[config.mk]
export PLATFORM = sky130hd
export DESIGN_NAME = multicycle_control_unit_flat
export DESIGN_NICKNAME = d
export VERILOG_FILES = /design/src/rtl/multicycle_control_unit_if.sv /design/src/rtl/multicycle_control_unit.sv /design/src/flat_wrapper.sv
export SDC_FILE = /design/constraint.sdc
export NUM_CORES = 1
export LEC_CHECK = 0
export CAP_MARGIN = 5
export CORE_UTILIZATION = 30
export DETAILED_ROUTE_END_ITERATION = 12
export DONT_BUFFER_PORTS = 1
export GPL_TIMING_DRIVEN = 0
export SLEW_MARGIN = 0
export SYNTH_ARGS = -nofsm -noshare
export SYNTH_HDL_FRONTEND = slang
export SYNTH_SLANG_ARGS = --single-unit
export TNS_END_PERCENT = 1
[constraint.sdc]
create_clock -name Clock -period 1.9 [get_ports Clock]
set_input_delay 0.38 -clock Clock [delete_from_list [all_inputs] [get_ports Clock]]
set_output_delay 0.38 -clock Clock [all_outputs]
set_load 0.01 [all_outputs]
[src/rtl/multicycle_control_unit_if.sv]
// Control bundle between the multi-cycle control unit (master) and the
// shared datapath / instruction register / memory (slave).
interface multicycle_control_unit_if #(
    parameter int unsigned OPCODE_W = 4,
    parameter int unsigned ALUOP_W  = 2,
    parameter int unsigned CNT_W    = 16
);
    logic [OPCODE_W-1:0] OPCODE;
    logic                Zero;
    logic                MemReady;

    logic                PCEn;
    logic                IorD;
    logic                IRWrite;
    logic                MemRead;
    logic                MemWrite;
    logic                RegDst;
    logic                MemToReg;
    logic                RegWrite;
    logic                ALUSrcA;
    logic [1:0]          ALUSrcB;
    logic [ALUOP_W-1:0]  ALUOp;
    logic                Retire;
    logic [CNT_W-1:0]    RetireCount;
    logic                Fault;
    logic [1:0]          FaultCode;
    logic [3:0]          State;

    modport master (
        input  OPCODE, Zero, MemReady,
        output PCEn, IorD, IRWrite, MemRead, MemWrite, RegDst, MemToReg,
               RegWrite, ALUSrcA, ALUSrcB, ALUOp, Retire, RetireCount,
               Fault, FaultCode, State
    );

    modport slave (
        output OPCODE, Zero, MemReady,
        input  PCEn, IorD, IRWrite, MemRead, MemWrite, RegDst, MemToReg,
               RegWrite, ALUSrcA, ALUSrcB, ALUOp, Retire, RetireCount,
               Fault, FaultCode, State
    );
endinterface

[src/rtl/multicycle_control_unit.sv]
// Multi-cycle Moore control unit for the 16-bit CPU: sequences fetch, decode,
// execute, memory and writeback, handshakes with a variable-latency memory,
// resolves BEQ/BNE and latches a sticky fault on illegal opcodes or timeouts.
module multicycle_control_unit #(
    parameter int unsigned OPCODE_W    = 4,
    parameter int unsigned ALUOP_W     = 2,
    parameter int unsigned MEM_TIMEOUT = 15,
    parameter int unsigned CNT_W       = 16
) (
    input  logic Clock,
    input  logic Reset,
    multicycle_control_unit_if.master bus
);
    localparam int unsigned WAIT_W = 8;

    typedef enum logic [3:0] {
        S_FETCH    = 4'd0,
        S_DECODE   = 4'd1,
        S_EXEC_R   = 4'd2,
        S_EXEC_I   = 4'd3,
        S_MEM_ADDR = 4'd4,
        S_MEM_RD   = 4'd5,
        S_MEM_WR   = 4'd6,
        S_WB_ALU   = 4'd7,
        S_WB_MEM   = 4'd8,
        S_BRANCH   = 4'd9,
        S_FAULT    = 4'd15
    } state_t;

    state_t             state;
    state_t             nxt;
    logic [1:0]         nxt_code;
    logic [WAIT_W-1:0]  wait_cnt;
    logic [3:0]         op;
    logic               op_hi_clear;
    logic               mem_wait;
    logic               at_limit;
    logic               branch_take;
    logic               retire_c;
    logic               run;

    logic               iord_q;
    logic               memread_q;
    logic               memwrite_q;
    logic               regdst_q;
    logic               memtoreg_q;
    logic               regwrite_q;
    logic               srca_q;
    logic [1:0]         srcb_q;
    logic [1:0]         aluop_q;
    logic               retire_q;
    logic               fault_q;
    logic [1:0]         fault_code_q;
    logic [CNT_W-1:0]   retire_cnt;

    assign op          = bus.OPCODE[3:0];
    assign op_hi_clear = ((bus.OPCODE >> 4) == '0);
    assign mem_wait    = (state == S_FETCH) || (state == S_MEM_RD) || (state == S_MEM_WR);
    assign at_limit    = (wait_cnt == WAIT_W'(MEM_TIMEOUT));
    assign branch_take = (state == S_BRANCH) && (op[0] ? bus.Zero : !bus.Zero);
    assign run         = !Reset;
    assign retire_c    = run && (retire_q || ((state == S_MEM_WR) && bus.MemReady));

    // Next-state selection; a memory answer in the limit cycle beats the timeout.
    always_comb begin
        nxt      = state;
        nxt_code = 2'b00;
        case (state)
            S_FETCH: begin
                if (bus.MemReady) begin
                    nxt = S_DECODE;
                end else if (at_limit) begin
                    nxt      = S_FAULT;
                    nxt_code = 2'b10;
                end
            end
            S_DECODE: begin
                nxt      = S_FAULT;
                nxt_code = 2'b01;
                if (op_hi_clear) begin
                    case (op)
                        4'b0000, 4'b0001, 4'b0010: begin nxt = S_EXEC_R;   nxt_code = 2'b00; end
                        4'b1001, 4'b1010, 4'b1011: begin nxt = S_EXEC_I;   nxt_code = 2'b00; end
                        4'b1100, 4'b1101:          begin nxt = S_MEM_ADDR; nxt_code = 2'b00; end
                        4'b1110, 4'b1111:          begin nxt = S_BRANCH;   nxt_code = 2'b00; end
                        default: ;
                    endcase
                end
            end
            S_EXEC_R, S_EXEC_I: nxt = S_WB_ALU;
            S_MEM_ADDR:         nxt = op[0] ? S_MEM_WR : S_MEM_RD;
            S_MEM_RD, S_MEM_WR: begin
                if (bus.MemReady) begin
                    nxt = (state == S_MEM_RD) ? S_WB_MEM : S_FETCH;
                end else if (at_limit) begin
                    nxt      = S_FAULT;
                    nxt_code = 2'b10;
                end
            end
            S_WB_ALU, S_WB_MEM, S_BRANCH: nxt = S_FETCH;
            S_FAULT:            nxt = S_FAULT;
            default:            nxt = S_FETCH;
        endcase
    end

    // State, memory wait counter, sticky fault and retire counter.
    always_ff @(posedge Clock) begin
        if (Reset) begin
            state        <= S_FETCH;
            wait_cnt     <= '0;
            fault_q      <= 1'b0;
            fault_code_q <= 2'b00;
            retire_cnt   <= '0;
        end else begin
            state <= nxt;
            if (nxt != state) begin
                wait_cnt <= '0;
            end else if (mem_wait && !bus.MemReady) begin
                wait_cnt <= wait_cnt + WAIT_W'(1);
            end
            if ((nxt == S_FAULT) && (state != S_FAULT)) begin
                fault_q      <= 1'b1;
                fault_code_q <= nxt_code;
            end
            if (retire_c) begin
                retire_cnt <= retire_cnt + CNT_W'(1);
            end
        end
    end

    // Moore controls registered from the state being entered.
    always_ff @(posedge Clock) begin
        iord_q     <= 1'b0;
        memread_q  <= 1'b0;
        memwrite_q <= 1'b0;
        regdst_q   <= 1'b0;
        memtoreg_q <= 1'b0;
        regwrite_q <= 1'b0;
        srca_q     <= 1'b0;
        srcb_q     <= 2'b00;
        aluop_q    <= 2'b00;
        retire_q   <= 1'b0;
        if (Reset) begin
            memread_q <= 1'b1;
            srcb_q    <= 2'b01;
        end else begin
            case (nxt)
                S_FETCH:    begin memread_q <= 1'b1; srcb_q <= 2'b01; end
                S_DECODE:   srcb_q <= 2'b10;
                S_EXEC_R:   begin srca_q <= 1'b1; aluop_q <= 2'b10; end
                S_EXEC_I:   begin srca_q <= 1'b1; srcb_q <= 2'b10; aluop_q <= 2'b11; end
                S_MEM_ADDR: begin srca_q <= 1'b1; srcb_q <= 2'b10; end
                S_MEM_RD:   begin iord_q <= 1'b1; memread_q <= 1'b1; end
                S_MEM_WR:   begin iord_q <= 1'b1; memwrite_q <= 1'b1; end
                S_WB_ALU:   begin regwrite_q <= 1'b1; retire_q <= 1'b1; regdst_q <= (state == S_EXEC_R); end
                S_WB_MEM:   begin regwrite_q <= 1'b1; memtoreg_q <= 1'b1; retire_q <= 1'b1; end
                S_BRANCH:   begin srca_q <= 1'b1; aluop_q <= 2'b01; retire_q <= 1'b1; end
                default: ;
            endcase
        end
    end

    assign bus.PCEn        = run && (((state == S_FETCH) && bus.MemReady) || branch_take);
    assign bus.IRWrite     = run && (state == S_FETCH) && bus.MemReady;
    assign bus.IorD        = run && iord_q;
    assign bus.MemRead     = run && memread_q;
    assign bus.MemWrite    = run && memwrite_q;
    assign bus.RegDst      = run && regdst_q;
    assign bus.MemToReg    = run && memtoreg_q;
    assign bus.RegWrite    = run && regwrite_q;
    assign bus.ALUSrcA     = run && srca_q;
    assign bus.ALUSrcB     = run ? srcb_q : 2'b00;
    assign bus.ALUOp       = run ? ALUOP_W'(aluop_q) : '0;
    assign bus.Retire      = retire_c;
    assign bus.RetireCount = retire_cnt;
    assign bus.Fault       = fault_q;
    assign bus.FaultCode   = fault_code_q;
    assign bus.State       = state;
endmodule

[src/flat_wrapper.sv]
// flat-port wrapper written by rule: the top's interface ports become plain ports
module multicycle_control_unit_flat 
#(
    parameter int unsigned OPCODE_W    = 4,
    parameter int unsigned ALUOP_W     = 2,
    parameter int unsigned MEM_TIMEOUT = 15,
    parameter int unsigned CNT_W       = 16
)
  (Clock, Reset, bus_OPCODE, bus_Zero, bus_MemReady, bus_PCEn, bus_IorD, bus_IRWrite, bus_MemRead, bus_MemWrite, bus_RegDst, bus_MemToReg, bus_RegWrite, bus_ALUSrcA, bus_ALUSrcB, bus_ALUOp, bus_Retire, bus_RetireCount, bus_Fault, bus_FaultCode, bus_State);
  multicycle_control_unit_if #(.OPCODE_W(OPCODE_W), .ALUOP_W(ALUOP_W), .CNT_W(CNT_W)) bus_i ();
  input  logic Clock;
  input  logic Reset;
  input wire logic [$bits(bus_i.OPCODE)-1:0] bus_OPCODE;
  input wire logic [$bits(bus_i.Zero)-1:0] bus_Zero;
  input wire logic [$bits(bus_i.MemReady)-1:0] bus_MemReady;
  output wire logic [$bits(bus_i.PCEn)-1:0] bus_PCEn;
  output wire logic [$bits(bus_i.IorD)-1:0] bus_IorD;
  output wire logic [$bits(bus_i.IRWrite)-1:0] bus_IRWrite;
  output wire logic [$bits(bus_i.MemRead)-1:0] bus_MemRead;
  output wire logic [$bits(bus_i.MemWrite)-1:0] bus_MemWrite;
  output wire logic [$bits(bus_i.RegDst)-1:0] bus_RegDst;
  output wire logic [$bits(bus_i.MemToReg)-1:0] bus_MemToReg;
  output wire logic [$bits(bus_i.RegWrite)-1:0] bus_RegWrite;
  output wire logic [$bits(bus_i.ALUSrcA)-1:0] bus_ALUSrcA;
  output wire logic [$bits(bus_i.ALUSrcB)-1:0] bus_ALUSrcB;
  output wire logic [$bits(bus_i.ALUOp)-1:0] bus_ALUOp;
  output wire logic [$bits(bus_i.Retire)-1:0] bus_Retire;
  output wire logic [$bits(bus_i.RetireCount)-1:0] bus_RetireCount;
  output wire logic [$bits(bus_i.Fault)-1:0] bus_Fault;
  output wire logic [$bits(bus_i.FaultCode)-1:0] bus_FaultCode;
  output wire logic [$bits(bus_i.State)-1:0] bus_State;
  assign bus_i.OPCODE = bus_OPCODE;
  assign bus_i.Zero = bus_Zero;
  assign bus_i.MemReady = bus_MemReady;
  assign bus_PCEn = bus_i.PCEn;
  assign bus_IorD = bus_i.IorD;
  assign bus_IRWrite = bus_i.IRWrite;
  assign bus_MemRead = bus_i.MemRead;
  assign bus_MemWrite = bus_i.MemWrite;
  assign bus_RegDst = bus_i.RegDst;
  assign bus_MemToReg = bus_i.MemToReg;
  assign bus_RegWrite = bus_i.RegWrite;
  assign bus_ALUSrcA = bus_i.ALUSrcA;
  assign bus_ALUSrcB = bus_i.ALUSrcB;
  assign bus_ALUOp = bus_i.ALUOp;
  assign bus_Retire = bus_i.Retire;
  assign bus_RetireCount = bus_i.RetireCount;
  assign bus_Fault = bus_i.Fault;
  assign bus_FaultCode = bus_i.FaultCode;
  assign bus_State = bus_i.State;
  multicycle_control_unit #(.OPCODE_W(OPCODE_W), .ALUOP_W(ALUOP_W), .MEM_TIMEOUT(MEM_TIMEOUT), .CNT_W(CNT_W)) u_core (.Clock(Clock), .Reset(Reset), .bus(bus_i));
endmodule
==> impl_metrics.yaml <==
critical_path:
  worst-r2r-setup-slack_ns: -0.02
  crit-reg2reg-launch: "u_core.bus.State[2]$_SDFF_PP0_"
  worstPathArrival_ns: 1.54
  worstSetupStartpoint: "u_core.bus.State[3]$_SDFF_PP0_"
  rr_worst_depth: 7
  worstSetupEndpointType: "primary output"
  crit_path_max_fanout: 10
  timing_worst_setup_path_type: "reg2out"
  critPathRequiredTime_ns: 1.52
  critPathCapture: "bus_PCEn"
  crit_path_start_kind: "flip-flop"
  crit-reg2reg-capture: "u_core.aluop_q[0]$_SDFF_PP0_"
sta:
  final_period_minus_worst_setup_slack_ns: 1.921
  fin_skew_ns: 0.008500
  actual_transition_at_the_worst_max_transition_pin_ns: 0.6279
  slew-limit-headroom: 0.5814
  setup_violations: 7
  slew_violations: 0
  fin_tns_setup_ns: -0.05970
  final.hold.worst_slack_ns: 0.4275
  grt_setup_unrepaired: "yes"
  finalCritPeriodShare: 1.011
  clock.fmax_ghz: 0.5206
  finalHoldViolCount: 0
  post-route-worst-setup-slack_ns: -0.02077
logic_synthesis:
  synth-async-reset-ratio: 0
  synth.mux.area_fraction: 0.004115
  synthCells: 280
  synth-adder-area-share: 0.01492
  synth_compound_area_frac: 0.1775
  synth_area_leaders: "sky130_fd_sc_hd__dfxtp_1 35%, sky130_fd_sc_hd__xor2_1 6.5%, sky130_fd_sc_hd__nor2_1 6.2%"
  post_synth_num_cell_types: 63
  post_synth.cell_area_avg_um2: 8.687
  synth_sequential_area_ratio: 0.3539
  synthesis.area_mm2: 0.002432
  synth-edff-count: 0
  postSynthNetCount: 290
  ys.flop_type: "sky130_fd_sc_hd__dfxtp_1"
  synth-xor-area-share: 0.09722
  synth_largest_area_cell: "sky130_fd_sc_hd__dfxtp_1"
  synth-simple-area-share: 0.3009
  share_of_the_synthesized_area_in_the_top_cell_type: 0.3539
  synth_top_family_by_area: "simple AND/OR/NAND/NOR gates"
  yosysWarnings: 0
  yosys_register_bits: 43
power:
  pwr_density_cell_mw_per_mm2: 1437
  power.leakage_nw: 1.058
  post-layout-total-power_w: 0.004250
  vdd_ir_drop_max_mv: 0.4432
route:
  drc: 0
  firstDrtPassIters: 4
  drt.antenna.violating_nets: 0
  detailedRoute.firstIterationViolations: 156
  routed_wl_mm: 5.973
  wl_per_cell_um: 15.01
  via_count: 2076
  vias_per_cell: 5.216
floorplan:
  die-area_mm2: 0.008472
  die_h_um: 92.05
  fp.dieW_um: 92.05
  core_region_area_mm2: 0.007767
  count_of_pins_on_the_block_boundary: 45
  floorplan.initialDensity: 0.3131
  num_rows: 32
placement:
  dpl.cell_count: 382
  hpwl_after_detailed_placement_mm: 4.159
  placement.io_buffers: 0
  placement.setup.worst_slack_ns: -0.2604
  globalplace.congestion: 0.8599
clock_network:
  h-tree-depth: 2
  clock_latency_ns: 0.29
  clock_path_buffers: 2
  cts_tree: "done"
  clock_tree_root: "sky130_fd_sc_hd__clkbuf_8"
  cts.sink_count: 43
  clk_transition_reported_paths_ns: 0.08
  holdBufCountCts: 0
  cts_made_buffers: 5
layout:
  fill_cells: 790
  final-seq-area_um2: 875.8
  area_growth_pct: 21.61
  layoutNonFillerInstCount: 398
  mostFrequentLayoutCell: "sky130_fd_sc_hd__dfxtp_1"
  multiInputGateArea_mm2: 0.001637
  final_net_count: 305
  mostFrequentLayoutCells: "37 x sky130_fd_sc_hd__dfxtp_1, 35 x sky130_fd_sc_hd__nor2_1, 20 x sky130_fd_sc_hd__nand2_1"
  drive_gt1_frac: 0.2905
  num_antenna_cells: 0
global_routing:
  global_route_wire_length_before_repair_mm: 9.542
  maximum_number_of_pins_on_one_net_before_global_route_repair: 13
  number_of_antenna_violations_at_the_first_check_in_global_routing: 0
  first_global_vias: 1978
  global_route.usage.total: 0.1406
  globalRoute.totalOverflow: 0
status:
  failed_checks: "setup timing"
  run_status: "complete, but fails checks"
job:
  max_cap_viol_count: 0
hold_path:
  min-delay-path-class: "in2reg"
  hold_path_startpoint: "bus_OPCODE[3]"
[cells in the mapped netlist (2+ instances only)]
library cell,n
sky130_fd_sc_hd__buf_2,10
sky130_fd_sc_hd__nand4_1,7
sky130_fd_sc_hd__nor4_1,4
sky130_fd_sc_hd__nor2b_1,14
sky130_fd_sc_hd__xnor2_1,9
sky130_fd_sc_hd__o21ai_0,5
sky130_fd_sc_hd__a21oi_1,11
sky130_fd_sc_hd__clkbuf_1,5
sky130_fd_sc_hd__o21ai_1,4
sky130_fd_sc_hd__a31oi_1,3
sky130_fd_sc_hd__o211ai_1,3
sky130_fd_sc_hd__nand3_1,6
sky130_fd_sc_hd__and4_1,3
sky130_fd_sc_hd__a211oi_2,2
sky130_fd_sc_hd__and3_1,7
sky130_fd_sc_hd__o211a_1,2
sky130_fd_sc_hd__nor3_1,5
sky130_fd_sc_hd__inv_1,8
sky130_fd_sc_hd__ha_1,2
sky130_fd_sc_hd__o21ai_2,2
sky130_fd_sc_hd__nor4b_2,2
sky130_fd_sc_hd__nor2_1,40
sky130_fd_sc_hd__nor3_2,2
sky130_fd_sc_hd__dfxtp_1,43
sky130_fd_sc_hd__nand2_1,22
sky130_fd_sc_hd__buf_4,2
sky130_fd_sc_hd__nand4b_1,3
sky130_fd_sc_hd__xor2_1,18
sky130_fd_sc_hd__a221oi_1,2
[how the worst min path moves through the flow]
stage | end | slack, ns | cells after the start
after floorplan | u_core.wait_cnt[1]$_SDFFE_PP0P_ | 0.45 | 2
after global placement | u_core.wait_cnt[1]$_SDFFE_PP0P_ | 0.46 | 2
after detailed placement | u_core.wait_cnt[1]$_SDFFE_PP0P_ | 0.47 | 2
after CTS | u_core.bus.FaultCode[0]$_SDFFE_PP0P_ | 0.41 | 3
after global routing | u_core.bus.FaultCode[0]$_SDFFE_PP0P_ | 0.44 | 3
final | u_core.bus.FaultCode[0]$_SDFFE_PP0P_ | 0.43 | 3
[cell families after synthesis]
group | count (synthesis)
mux | 1
flops | 43
simple gates | 129
compound gates | 51
fa+ha+maj | 3
xor+xnor | 27
buf+inv | 26
[sequential cells by signal, summed over array words and instances (netlist names), 2 cells and up]
signal                  count
u_core.bus.State            4
u_core.bus.FaultCode        2
u_core.wait_cnt             8
u_core.bus.RetireCount     16
u_core.aluop_q              2
u_core.srcb_q               2
[critical path, cell delays in order, from the launching register on]
cell	delay, ns
sky130_fd_sc_hd__dfxtp_4	0.38
sky130_fd_sc_hd__buf_8	0.15
sky130_fd_sc_hd__nor3b_4	0.25
sky130_fd_sc_hd__a31oi_1	0.08
sky130_fd_sc_hd__nor4_2	0.39
[layer usage]
metal / track usage / share of wire / vias up / wire length, um
met1: 0.1758 / 0.46 / 1011 / 2727
met2: 0.2307 / 0.49 / 36 / 2902
met4: 0.05078 / 0.015 / 0 / 90
met3: 0.03814 / 0.042 / 9 / 251
met5: 0 / 0 / - / 0
li1: - / - / 1020 / -
[repair_timing]
action | 4_1_cts | 5_1_grt
setup buffers | 4 | 5
resized for setup | 38 | 27
pin swaps | 12 | 22
setup endpoints to repair | 29 | 26
[stage by stage]
stage	util	instance area [um^2]
detailed placement	0.3296	2560
floorplan	-	2432
global route	0.3808	2958
global placement	0.3296	2560
finish	0.3808	2958
CTS	0.3632	2821
[power by group]
part | switching [W] | internal [W]
clock network | 0.000298 | 0.000258
registers | 0.000134 | 0.00106
logic | 0.00143 | 0.00107
[cell type report]
| class | instances | area share |
|---|---|---|
| clock inverter | 1 | 0.001692 |
| clock buffer | 7 | 0.02580 |
| buffer | 17 | 0.04569 |
| sequential | 43 | 0.2961 |
| tap | 102 | 0.04315 |
| multi-input combinational | 211 | 0.5533 |
| inverter | 8 | 0.01015 |
| timing repair buffer | 9 | 0.02411 |
Power figures use the tool's default switching activity.
